## src/rtl/muldiv_pkg.sv

```systemverilog
// Shared constants and op encodings for the iterative RV32M multiply/divide unit.
// The op encodings match the funct3 field used by the cpu_top decoder.
package muldiv_pkg;

  localparam int XLEN       = 32;
  localparam int HART_ID_W  = 1;
  localparam int REG_ADDR_W = 5;
  localparam int CNT_W      = $clog2(XLEN) + 1;

  typedef enum logic [2:0] {
    OP_MUL    = 3'd0,
    OP_MULH   = 3'd1,
    OP_MULHSU = 3'd2,
    OP_MULHU  = 3'd3,
    OP_DIV    = 3'd4,
    OP_DIVU   = 3'd5,
    OP_REM    = 3'd6,
    OP_REMU   = 3'd7
  } muldiv_op_e;

  function automatic logic op_a_signed(input logic [2:0] op);
    return op inside {OP_MUL, OP_MULH, OP_MULHSU, OP_DIV, OP_REM};
  endfunction

  function automatic logic op_b_signed(input logic [2:0] op);
    return op inside {OP_MUL, OP_MULH, OP_DIV, OP_REM};
  endfunction

endpackage

```

## src/rtl/muldiv_abs_neg.sv

```systemverilog
// Conditional two's-complement negate; used both to take operand magnitudes
// and to restore the sign of a finished result.
module muldiv_abs_neg #(
  parameter int W = 32
) (
  input  logic         i_neg,
  input  logic [W-1:0] i_val,
  output logic [W-1:0] o_val
);

  assign o_val = i_neg ? -i_val : i_val;

endmodule

```

## src/rtl/muldiv_unit.sv

```systemverilog
// Iterative radix-2 RV32M multiply/divide unit shared by both harts; one tagged op
// in flight, result returned with its tag on a one-cycle done pulse.
module muldiv_unit
  import muldiv_pkg::*;
#(
  parameter bit EARLY_OUT = 1'b1
) (
  input  logic                  clk,
  input  logic                  rst,
  input  logic                  muldiv_start,
  input  logic [2:0]            muldiv_op,
  input  logic [XLEN-1:0]       muldiv_a,
  input  logic [XLEN-1:0]       muldiv_b,
  input  logic [HART_ID_W-1:0]  muldiv_hart_id,
  input  logic [REG_ADDR_W-1:0] muldiv_rd,
  output logic                  muldiv_busy,
  output logic                  muldiv_done,
  output logic [XLEN-1:0]       muldiv_result,
  output logic [HART_ID_W-1:0]  muldiv_done_hart_id,
  output logic [REG_ADDR_W-1:0] muldiv_done_rd
);

  typedef enum logic [1:0] {
    ST_IDLE = 2'd0,
    ST_CALC = 2'd1,
    ST_FIX  = 2'd2,
    ST_DONE = 2'd3
  } state_e;

  localparam logic [XLEN-1:0] INT_MIN = {1'b1, {(XLEN-1){1'b0}}};

  state_e r_state, w_state_nxt;

  logic [2*XLEN-1:0]     r_acc;
  logic [XLEN-1:0]       r_opnd_b;
  logic [CNT_W-1:0]      r_cnt;
  logic [2:0]            r_op;
  logic                  r_neg_a, r_neg_b, r_div0;
  logic [HART_ID_W-1:0]  r_hart;
  logic [REG_ADDR_W-1:0] r_rd;
  logic [XLEN-1:0]       r_res;
  logic                  r_done;
  logic [XLEN-1:0]       r_result;
  logic [HART_ID_W-1:0]  r_done_hart;
  logic [REG_ADDR_W-1:0] r_done_rd;

  logic              w_accept, w_neg_a, w_neg_b, w_div0, w_ovf, w_fast;
  logic [XLEN-1:0]   w_mag_a, w_mag_b, w_special_res;
  logic [XLEN:0]     w_mul_sum, w_rem_sh;
  logic [XLEN-1:0]   w_rem_sub;
  logic              w_div_ge;
  logic [2*XLEN-1:0] w_mul_nxt, w_div_nxt, w_prod_fix;
  logic [XLEN-1:0]   w_div_val, w_div_fix, w_fix_res;
  logic              w_div_neg;

  assign w_accept = muldiv_start && (r_state == ST_IDLE || r_state == ST_DONE);
  assign w_neg_a  = op_a_signed(muldiv_op) && muldiv_a[XLEN-1];
  assign w_neg_b  = op_b_signed(muldiv_op) && muldiv_b[XLEN-1];

  // Divide-by-zero and INT_MIN/-1 have fixed architectural results.
  assign w_div0 = muldiv_op[2] && (muldiv_b == '0);
  assign w_ovf  = (muldiv_op == OP_DIV || muldiv_op == OP_REM) &&
                  (muldiv_a == INT_MIN) && (muldiv_b == '1);
  assign w_fast = EARLY_OUT && (w_div0 || w_ovf);
  assign w_special_res = w_div0 ? (muldiv_op[1] ? muldiv_a : '1)
                                : (muldiv_op[1] ? '0 : INT_MIN);

  muldiv_abs_neg #(.W(XLEN)) u_abs_a (.i_neg(w_neg_a), .i_val(muldiv_a), .o_val(w_mag_a));
  muldiv_abs_neg #(.W(XLEN)) u_abs_b (.i_neg(w_neg_b), .i_val(muldiv_b), .o_val(w_mag_b));

  // Multiply: high half accumulates, low half shifts the multiplier out LSB first.
  assign w_mul_sum = {1'b0, r_acc[2*XLEN-1:XLEN]} + (r_acc[0] ? {1'b0, r_opnd_b} : '0);
  assign w_mul_nxt = {w_mul_sum, r_acc[XLEN-1:1]};

  // Divide: high half is the partial remainder, low half shifts dividend out and quotient in.
  assign w_rem_sh  = r_acc[2*XLEN-1:XLEN-1];
  assign w_div_ge  = w_rem_sh >= {1'b0, r_opnd_b};
  assign w_rem_sub = w_rem_sh[XLEN-1:0] - r_opnd_b;
  assign w_div_nxt = {(w_div_ge ? w_rem_sub : w_rem_sh[XLEN-1:0]), r_acc[XLEN-2:0], w_div_ge};

  assign w_div_val = r_op[1] ? r_acc[2*XLEN-1:XLEN] : r_acc[XLEN-1:0];
  assign w_div_neg = r_op[1] ? r_neg_a : (r_neg_a ^ r_neg_b);

  muldiv_abs_neg #(.W(2*XLEN)) u_fix_prod (
    .i_neg(r_neg_a ^ r_neg_b), .i_val(r_acc), .o_val(w_prod_fix)
  );
  muldiv_abs_neg #(.W(XLEN)) u_fix_div (
    .i_neg(w_div_neg), .i_val(w_div_val), .o_val(w_div_fix)
  );

  // NOTE: every signal driven in always_comb gets a default first so no latch is inferred.
  always_comb begin
    w_fix_res = w_div_fix;
    if (r_op == OP_MUL)
      w_fix_res = w_prod_fix[XLEN-1:0];
    else if (!r_op[2])
      w_fix_res = w_prod_fix[2*XLEN-1:XLEN];
    else if (r_div0 && !r_op[1])
      w_fix_res = '1;
  end

  always_comb begin
    w_state_nxt = r_state;
    case (r_state)
      ST_IDLE: if (w_accept) w_state_nxt = w_fast ? ST_DONE : ST_CALC;
      ST_CALC: if (r_cnt == CNT_W'(XLEN - 1)) w_state_nxt = ST_FIX;
      ST_FIX:  w_state_nxt = ST_DONE;
      ST_DONE: w_state_nxt = w_accept ? (w_fast ? ST_DONE : ST_CALC) : ST_IDLE;
      default: w_state_nxt = ST_IDLE;
    endcase
  end

  // NOTE: sequential state uses non-blocking assignments so every register samples pre-edge values.
  always_ff @(posedge clk or posedge rst) begin
    if (rst) r_state <= ST_IDLE;
    else     r_state <= w_state_nxt;
  end

  always_ff @(posedge clk or posedge rst) begin
    if (rst) begin
      r_acc       <= '0;
      r_opnd_b    <= '0;
      r_cnt       <= '0;
      r_op        <= '0;
      r_neg_a     <= 1'b0;
      r_neg_b     <= 1'b0;
      r_div0      <= 1'b0;
      r_hart      <= '0;
      r_rd        <= '0;
      r_res       <= '0;
      r_done      <= 1'b0;
      r_result    <= '0;
      r_done_hart <= '0;
      r_done_rd   <= '0;
    end else begin
      // Outputs publish on the edge leaving DONE, so a new op may load at the same edge.
      r_done <= (r_state == ST_DONE);
      if (r_state == ST_DONE) begin
        r_result    <= r_res;
        r_done_hart <= r_hart;
        r_done_rd   <= r_rd;
      end
      if (w_accept) begin
        r_op     <= muldiv_op;
        r_hart   <= muldiv_hart_id;
        r_rd     <= muldiv_rd;
        r_neg_a  <= w_neg_a;
        r_neg_b  <= w_neg_b;
        r_div0   <= w_div0;
        r_acc    <= {{XLEN{1'b0}}, w_mag_a};
        r_opnd_b <= w_mag_b;
        r_cnt    <= '0;
        r_res    <= w_special_res;
      end else if (r_state == ST_CALC) begin
        r_acc <= r_op[2] ? w_div_nxt : w_mul_nxt;
        r_cnt <= r_cnt + CNT_W'(1);
      end else if (r_state == ST_FIX) begin
        r_res <= w_fix_res;
      end
    end
  end

  assign muldiv_busy         = (r_state == ST_CALC) || (r_state == ST_FIX);
  assign muldiv_done         = r_done;
  assign muldiv_result       = r_result;
  assign muldiv_done_hart_id = r_done_hart;
  assign muldiv_done_rd      = r_done_rd;

endmodule

```

## config.mk

```make
export PLATFORM = sky130hd
export DESIGN_NAME = muldiv_unit
export DESIGN_NICKNAME = d
export VERILOG_FILES = /design/src/rtl/muldiv_pkg.sv /design/src/rtl/muldiv_abs_neg.sv /design/src/rtl/muldiv_unit.sv
export SDC_FILE = /design/constraint.sdc
export NUM_CORES = 1
export LEC_CHECK = 0
export CORE_ASPECT_RATIO = 0.5
export CORE_MARGIN = 2
export CORE_UTILIZATION = 55
export DETAILED_ROUTE_END_ITERATION = 6
export PLACE_DENSITY = 0.78
export SYNTH_ARGS = -nofsm -noshare
export SYNTH_HDL_FRONTEND = slang
export SYNTH_SLANG_ARGS = --single-unit
```

## constraint.sdc

```tcl
create_clock -name clk -period 6.11 [get_ports clk]
set_clock_uncertainty 0.1 [all_clocks]
set_input_delay 0.9165 -clock clk [delete_from_list [all_inputs] [get_ports clk]]
set_output_delay 0.9165 -clock clk [all_outputs]
set_load 0.005 [all_outputs]
```

; ---- Word level (Yosys, flattened, before mapping)
; Cells that the tools add are included.
[word_totals]
register_bits = 187
word_cells = 86
inputBits = 76
out_inout_bits = 40
[classes]
n_bitwise = 1
magnitude_cmp = 1
n_reduce_logical = 22
add_sub_neg = 7
mux = 27
eq_ne = 13
[op_table]
columns = operator, count
row1 = two-way mux 32 bit, 15
row2 = two-way mux 64 bit, 4
row3 = negation 32 bit, 3
row4 = == test 32 bit (second input constant), 2
row5 = negation 64 bit, 1
row6 = adder 32 x 32 -> 33 bit, 1
row7 = greater-or-equal comparator 33 x 32 -> 1 bit, 1
row8 = logical NOT 32 bit, 1
row9 = subtractor 32 bit, 1
row10 = two-way mux 6 bit, 2
row11 = two-way mux 2 bit, 4
row12 = one-hot mux 2 bit (4 select lines), 1
row13 = logical AND 1 bit, 7
row14 = adder 6 x 1 -> 6 bit (second input constant), 1
row15 = == test 3 bit (second input constant), 2
row16 = == test 6 x 5 -> 1 bit (second input constant), 1
row17 = logical NOT 3 bit, 2
row18 = inequality test 2 bit (second input constant), 3
row19 = nonzero test 5 bit, 1
row20 = == test 2 bit (second input constant), 2
row21 = logical OR 1 bit, 4
row22 = AND reduction 2 bit, 2
row23 = nonzero test 2 bit, 2
row24 = nonzero test 4 bit, 1
row25 = other kinds (7), 7

; ---- Longest topological paths before layout
[logic_depth]
ltp_word = 9
depth_mapped = 16

; ---- Cells and area by module
; From an unflattened synthesis, not the netlist that was laid out.
[hier_totals]
hier_cells = 2145
hier_area_um2 = 17297.8
[modules_own_cells]
columns = mod, seq_area_each_um2, area_per_inst_um2, n_inst, cells_per_inst
row1 = muldiv_unit, 4679.5, 13543.0, 1, 1623
row2 = muldiv_abs_neg (u_abs_a ...), 0.0, 767.0, 3, 108
row3 = muldiv_abs_neg (u_fix_prod), 0.0, 1453.9, 1, 198

; ---- Worst setup path before layout
; Ideal clock, no wire load.
[synth_path]
path_kind = flip-flop to flip-flop
from = reg r_op[1]
to = reg r_res[14]
n_path_buf = 5
t_arrival_ps = 3551
setup_ps = 138
slack_ps = 2321
path_stages_with_launch = 16
t_required_ps = 5872
path_cell_list = dfrtp_1 > buf_2 > buf_2 > buf_2 > buf_2 > buf_1 > mux2i_1 > ha_1 > o21ai_0 > or2_2 > o21ai_1 > o21ai_0 > a31oi_1 > xor2_1 > o221ai_1 > o211ai_1
[synth_between]
elab_chain_len = 9
word_cells_on_any_way = 13
classes_between = 1 x add/sub / 9 x mux / 3 x reduce/logical
[synth_rtl]
columns = element, line
row1 = "start, declared", muldiv_unit.sv:37  ; logic [2:0] r_op;
row2 = "start signal, assigned", muldiv_unit.sv:144  ; r_op <= muldiv_op;
row3 = two-way mux 32 bit, muldiv_unit.sv:81  ; assign w_div_val = r_op[1] ? r_acc[2*XLEN-1:XLEN] : r_acc[XLEN-1:0];
row4 = negation 32 bit, muldiv_abs_neg.sv:11  ; assign o_val = i_neg ? -i_val : i_val;
row5 = two-way mux 32 bit, muldiv_abs_neg.sv:11
row6 = two-way mux 32 bit, muldiv_unit.sv:98  ; else if (r_div0 && !r_op[1])
row7 = two-way mux 32 bit, muldiv_unit.sv:96  ; else if (!r_op[2])
row8 = two-way mux 32 bit (*), muldiv_unit.sv:94  ; if (r_op == OP_MUL)
row9 = two-way mux 32 bit (*), muldiv_unit.sv:157  ; end else if (r_state == ST_FIX) begin
row10 = two-way mux 32 bit (*), muldiv_unit.sv:154  ; end else if (r_state == ST_CALC) begin
row11 = two-way mux 32 bit (*), muldiv_unit.sv:143  ; if (w_accept) begin
row12 = "end signal, assigned", muldiv_unit.sv:153  ; r_res <= w_special_res;
row13 = "end signal, assigned", muldiv_unit.sv:158  ; r_res <= w_fix_res;
row14 = "end, declared", muldiv_unit.sv:41  ; logic [XLEN-1:0] r_res;
; Every way passes the cells marked *; elsewhere a longest branch is shown, timed or not. The select of a mux whose other input is x is not followed.
; A chain may end at the register's enable or synchronous reset.

; ---- Worst setup path after layout
[layout_path]
from = reg r_acc[0]
to = reg r_acc[60]
[layout_between]
elab_chain_len = 5
[layout_rtl]
columns = element, line
row1 = "start, declared", muldiv_unit.sv:34  ; logic [2*XLEN-1:0] r_acc;
row2 = "start signal, assigned", muldiv_unit.sv:150  ; r_acc <= {{XLEN{1'b0}}, w_mag_a};
row3 = "start signal, assigned", muldiv_unit.sv:155  ; r_acc <= r_op[2] ? w_div_nxt : w_mul_nxt;
row4 = two-way mux 32 bit, muldiv_unit.sv:72  ; assign w_mul_sum = {1'b0, r_acc[2*XLEN-1:XLEN]} + (r_acc[0] ? {1'b0, r_opnd_b} : '0);
row5 = adder 32 x 32 -> 33 bit, muldiv_unit.sv:72
row6 = two-way mux 64 bit, muldiv_unit.sv:155
row7 = two-way mux 64 bit, muldiv_unit.sv:154
row8 = two-way mux 64 bit, muldiv_unit.sv:143
; Every way passes these cells. The select of a mux whose other input is x is not followed.

==> results.md <==
- The run finished, with violations left.
- The checks that failed: DRC.
- The logic gate share of total power is 66.5%.
- The count of buffers added by post-CTS timing repair for setup is 0.
- In this run, the number of DRC markers left after iteration 0 of detailed routing was 1731.
- In this run the remaining antenna-violating nets after routing total 0.
- The highest net fanout along the worst path is 32.
- The number of synthesized flops with an enable pin is 0.
- The number of nets in the synthesized netlist is 2234.
- The required time of the critical path is 6370 ps.
- The fraction of post-synthesis cell area in the top cell type by area is 28.2%.
- Dividing the detail-routed via count by the number of cells gives 6.40.
- Hold repair after CTS inserted 0 buffers.
- The number of global-route vias before repair is 14685.
- The number of placed I/O pins is 116.
- The slack of the worst reg-to-reg path is 1690 ps.
- The largest voltage drop on the vdd net is 0.264 mV.
- Summed over all cells, the static leakage comes to 0.00751 uW.
- In the routed design, unresolved DRC markers number 4.
- The level count of the clock H-tree is 4.
- The first detailed-routing pass took 7 iterations.
- For this run the aggregate overflow at the end of global routing stands at 0.
- The number of warnings reported in the yosys synthesis log is 0.
- The first global-routing pass estimated 82200 um of wire.
- For this run, the top clock speed supported by timing is 226 MHz.
- For this run, the slowest stage of the critical path takes 790 ps.
- The power density relative to cell area is 631 nW/um^2.
- The switching fraction of total power is 52.0%.
- The final setup violation count is 0.
- The most frequent standard cell in the layout excluding fill and tap cells is nand2_1.
- The internal power summed over all cells is 5590 uW.
- Synthesis handed over a netlist of 2082 instances.
- Across all layers, the routed design uses 15946 vias.
- The area added between synthesis and finish is 11.3%.
- The initial core utilization is 56.5%.
- The max-slew violation count is 0.
- The insertion delay to the later sink of the worst-skew pair is 460 ps.
- The share of layout cells above drive strength 1 is 6.47%.
- The capturing element type of the critical path is a flop.
- By area the synthesized netlist is led by dfrtp_1 (28%), o21ai_0 (6.1%), ha_1 (5.6%).
- The worst slack on hold paths is 373 ps.
- The relative contribution of sequential cells to total power is 23.7%.
- The antenna cell count is 0.
- The HPWL after detailed placement is 37800 um.
- Data arrives at the worst endpoint at 4680 ps.
- The startpoint class of the critical path is a flop.
- The core occupancy in the finished layout is 62.8%.
- The number of I/O port buffers is 115.
- At the pin with the least slew margin, the transition time is 1120 ps.
- The number of instances resized during post-cts repair is 0.
- The cell type of the slowest stage on the worst timing path is inv_1.
- Routability-driven placement finished with a final weighted congestion of 0.999.
- After synthesis, the mean cell area works out to 7.96 um^2.
- The tool flagged a number of max-cap violations equal to 0.
- In this run the clock root is driven by a clkbuf_16.
- Subtracting the final worst setup slack from the clock period gives 4420 ps.
- The number of buffers added by the clock tree synthesis step is 17.
- The cell area after synthesis is 16600 um^2.
- The total count of hold-check failures in the final report is 0.
- The top cell types in the final layout, fill and taps aside, are nand2_1 (244), o21ai_0 (202), dfrtp_1 (185).
- The post-synthesis sequential area ratio is 28.2%.
- Summed over all instances, the cell type with the most area after synthesis is dfrtp_1.
- The clock edge transition at the registers on the reported setup and hold paths is 80 ps.
- The worst slew margin relative to its limit is 24.9%.
- The total die area is 31600 um^2.
- Once placement finished, the instance area stood at 17900 um^2.
- The synthesis-stage register bit count is 187.
- For this run, the post-layout net count is 2241.
- The die extent in x is 249 um.
- TritonCTS built the clock tree.
- The synthesized netlist contains 90 unique library cells.
- Walking the worst path, the cells encountered are inv_1 -> nor2_1 -> ha_1 -> a21o_1 -> a31o_2 -> o21ai_0 -> o41ai_1 -> buf_4 -> a211oi_1 -> nor2_1 -> a211oi_1 -> xor2_1 -> o21ai_0 -> o221a_2.
- The pin count of the biggest net entering global routing is 90.
- In the synthesized netlist the dominant register cell turns out to be dfrtp_1.
- The final worst-path cycle share is 72.3%.
- From bottom edge to top edge, the die measures 127 um.
- The number of antenna violations at the first check in global routing is 0.
- The placeable core area is 29300 um^2.
- In this run the worst hold path is classified as flop to flop.
- The routed design has 51700 um of wire.
- Setup repair after global routing left no endpoint under its margin.
- The final total negative setup slack is 0 ps.
- The part of the total power dissipated in the clock network is 9.7%.
- The all-layer global routing usage is 32.8%.
- Counting every sink on the clock net gives 187.
- Counting flops with an async set or reset pin after synthesis yields a share of 100%.
- The type of the setup path with the least slack is flop to flop.
- The wire length per cell is 20.7 um.
- In this run the core area contains 44 standard-cell rows.
- The number of buffers on the longest clock path is 2.
- The analysis attributes to net switching a power of 6050 uW.
- Summing all non-filler instances in the final layout gives an area of 18400 um^2.
==> registers in the layout (all words and copies together), names as in the netlist <==
| signal | cells |
|---|---|
| r_div0 | 1 |
| r_state | 2 |
| r_res | 32 |
| muldiv_result | 32 |
| muldiv_done | 1 |
| r_acc | 64 |
| muldiv_done_rd | 5 |
| r_rd | 5 |
| r_opnd_b | 32 |
| muldiv_done_hart_id | 1 |
| r_cnt | 6 |
| r_hart | 1 |
| r_neg_b | 1 |
| r_op | 3 |
| r_neg_a | 1 |
==> routing by layer <==
layer | vias up | part of all wire [%] | GRT usage [%]
met1 | 7489 | 45 | 47.5
met4 | 0 | 1.9 | 9.18
li1 | 7543 | - | -
met2 | 823 | 40 | 46.0
met5 | - | 0 | 0
met3 | 91 | 13 | 11.2
==> cells in the mapped netlist (all sizes together), types with 10 or more instances <==
| cell | number |
|---|---|
| nand2 | 245 |
| nor2b | 15 |
| mux2 | 40 |
| nor3 | 42 |
| a31oi | 26 |
| xor2 | 105 |
| and2 | 12 |
| nor4 | 14 |
| a211oi | 18 |
| nand4 | 27 |
| o21bai | 12 |
| buf | 33 |
| o221ai | 19 |
| inv | 72 |
| or3 | 21 |
| nor3b | 10 |
| clkbuf | 116 |
| a21oi | 141 |
| o211ai | 70 |
| nand2b | 26 |
| a21o | 24 |
| nor2 | 159 |
| or4 | 11 |
| nand3 | 22 |
| ha | 74 |
| o31ai | 27 |
| o22ai | 10 |
| xnor2 | 102 |
| o21ai | 209 |
| o41ai | 14 |
| dfrtp | 187 |
| mux2i | 68 |
==> power groups by stage <==
stage               combinational, uW  clock [uW]  sequential, uW
floorplan                        6020           0            2160
global placement                 7420           0            2710
detailed placement               7540           0            2740
CTS                              7590        1150            2720
global route                     8520        1190            2840
finish                           7750        1130            2760
==> area by class of cell <==
class                   instances  area, um^2
multi-input cells            1674       11100
fillers                      2601       10900
flip-flops and latches        187        4680
repair buffers                137        1320
well taps                     391         489
clock buffers                  17         425
inverters                      72         278
clock inverters                14         158
==> final timing paths <==
| check | startpoint | to | depth (start not counted) |
|---|---|---|---|
| worst max-delay path | r_acc[0]$_DFFE_PP0P_ | r_acc[60]$_DFFE_PP0P_ | 14 |
| worst min-delay path | r_rd[1]$_DFFE_PP0P_ | r_rd[1]$_DFFE_PP0P_ | 2 |
| worst max register to register | r_acc[0]$_DFFE_PP0P_ | r_acc[60]$_DFFE_PP0P_ | 14 |
| worst min register to register | r_rd[1]$_DFFE_PP0P_ | r_rd[1]$_DFFE_PP0P_ | 2 |
| max in group asynchronous | rst | r_acc[22]$_DFFE_PP0P_ | 3 |
| min in group asynchronous | rst | muldiv_result[7]$_DFFE_PP0P_ | 2 |
==> metrics by stage <==
| stage | instances | setup WS (ps) | power (uW) |
|---|---|---|---|
| final | 2492 | 1690 | 11600 |
| after global routing | 2492 | 1470 | 12500 |
| after CTS | 2492 | 1740 | 11500 |
| after detailed placement | 2461 | 1700 | 10300 |
| after global placement | 2461 | 1780 | 10100 |
| after floorplan | 2082 | 8.07 | 8180 |
==> logic make-up after synthesis <==
group | count (synthesis) | share of synthesized area (%)
compound gates | 645 | 24.6
simple gates | 638 | 18.3
buf+inv | 221 | 5.25
xor+xnor | 207 | 10.9
flops | 187 | 28.2
mux | 108 | 6.83
fa+ha+maj | 76 | 5.83
==> critical path: cells and delay by family (launching register included) <==
family / cells / cell delay, ps
and+or+nand+nor: 2 / 280
xor gates and xnor gates: 1 / 170
adders and majority gates: 1 / 390
DFF: 1 / 450
AOI/OAI and AO/OA: 8 / 1950
buffers and inverters: 2 / 960
Note: power is estimated with default switching activity, not from simulation.
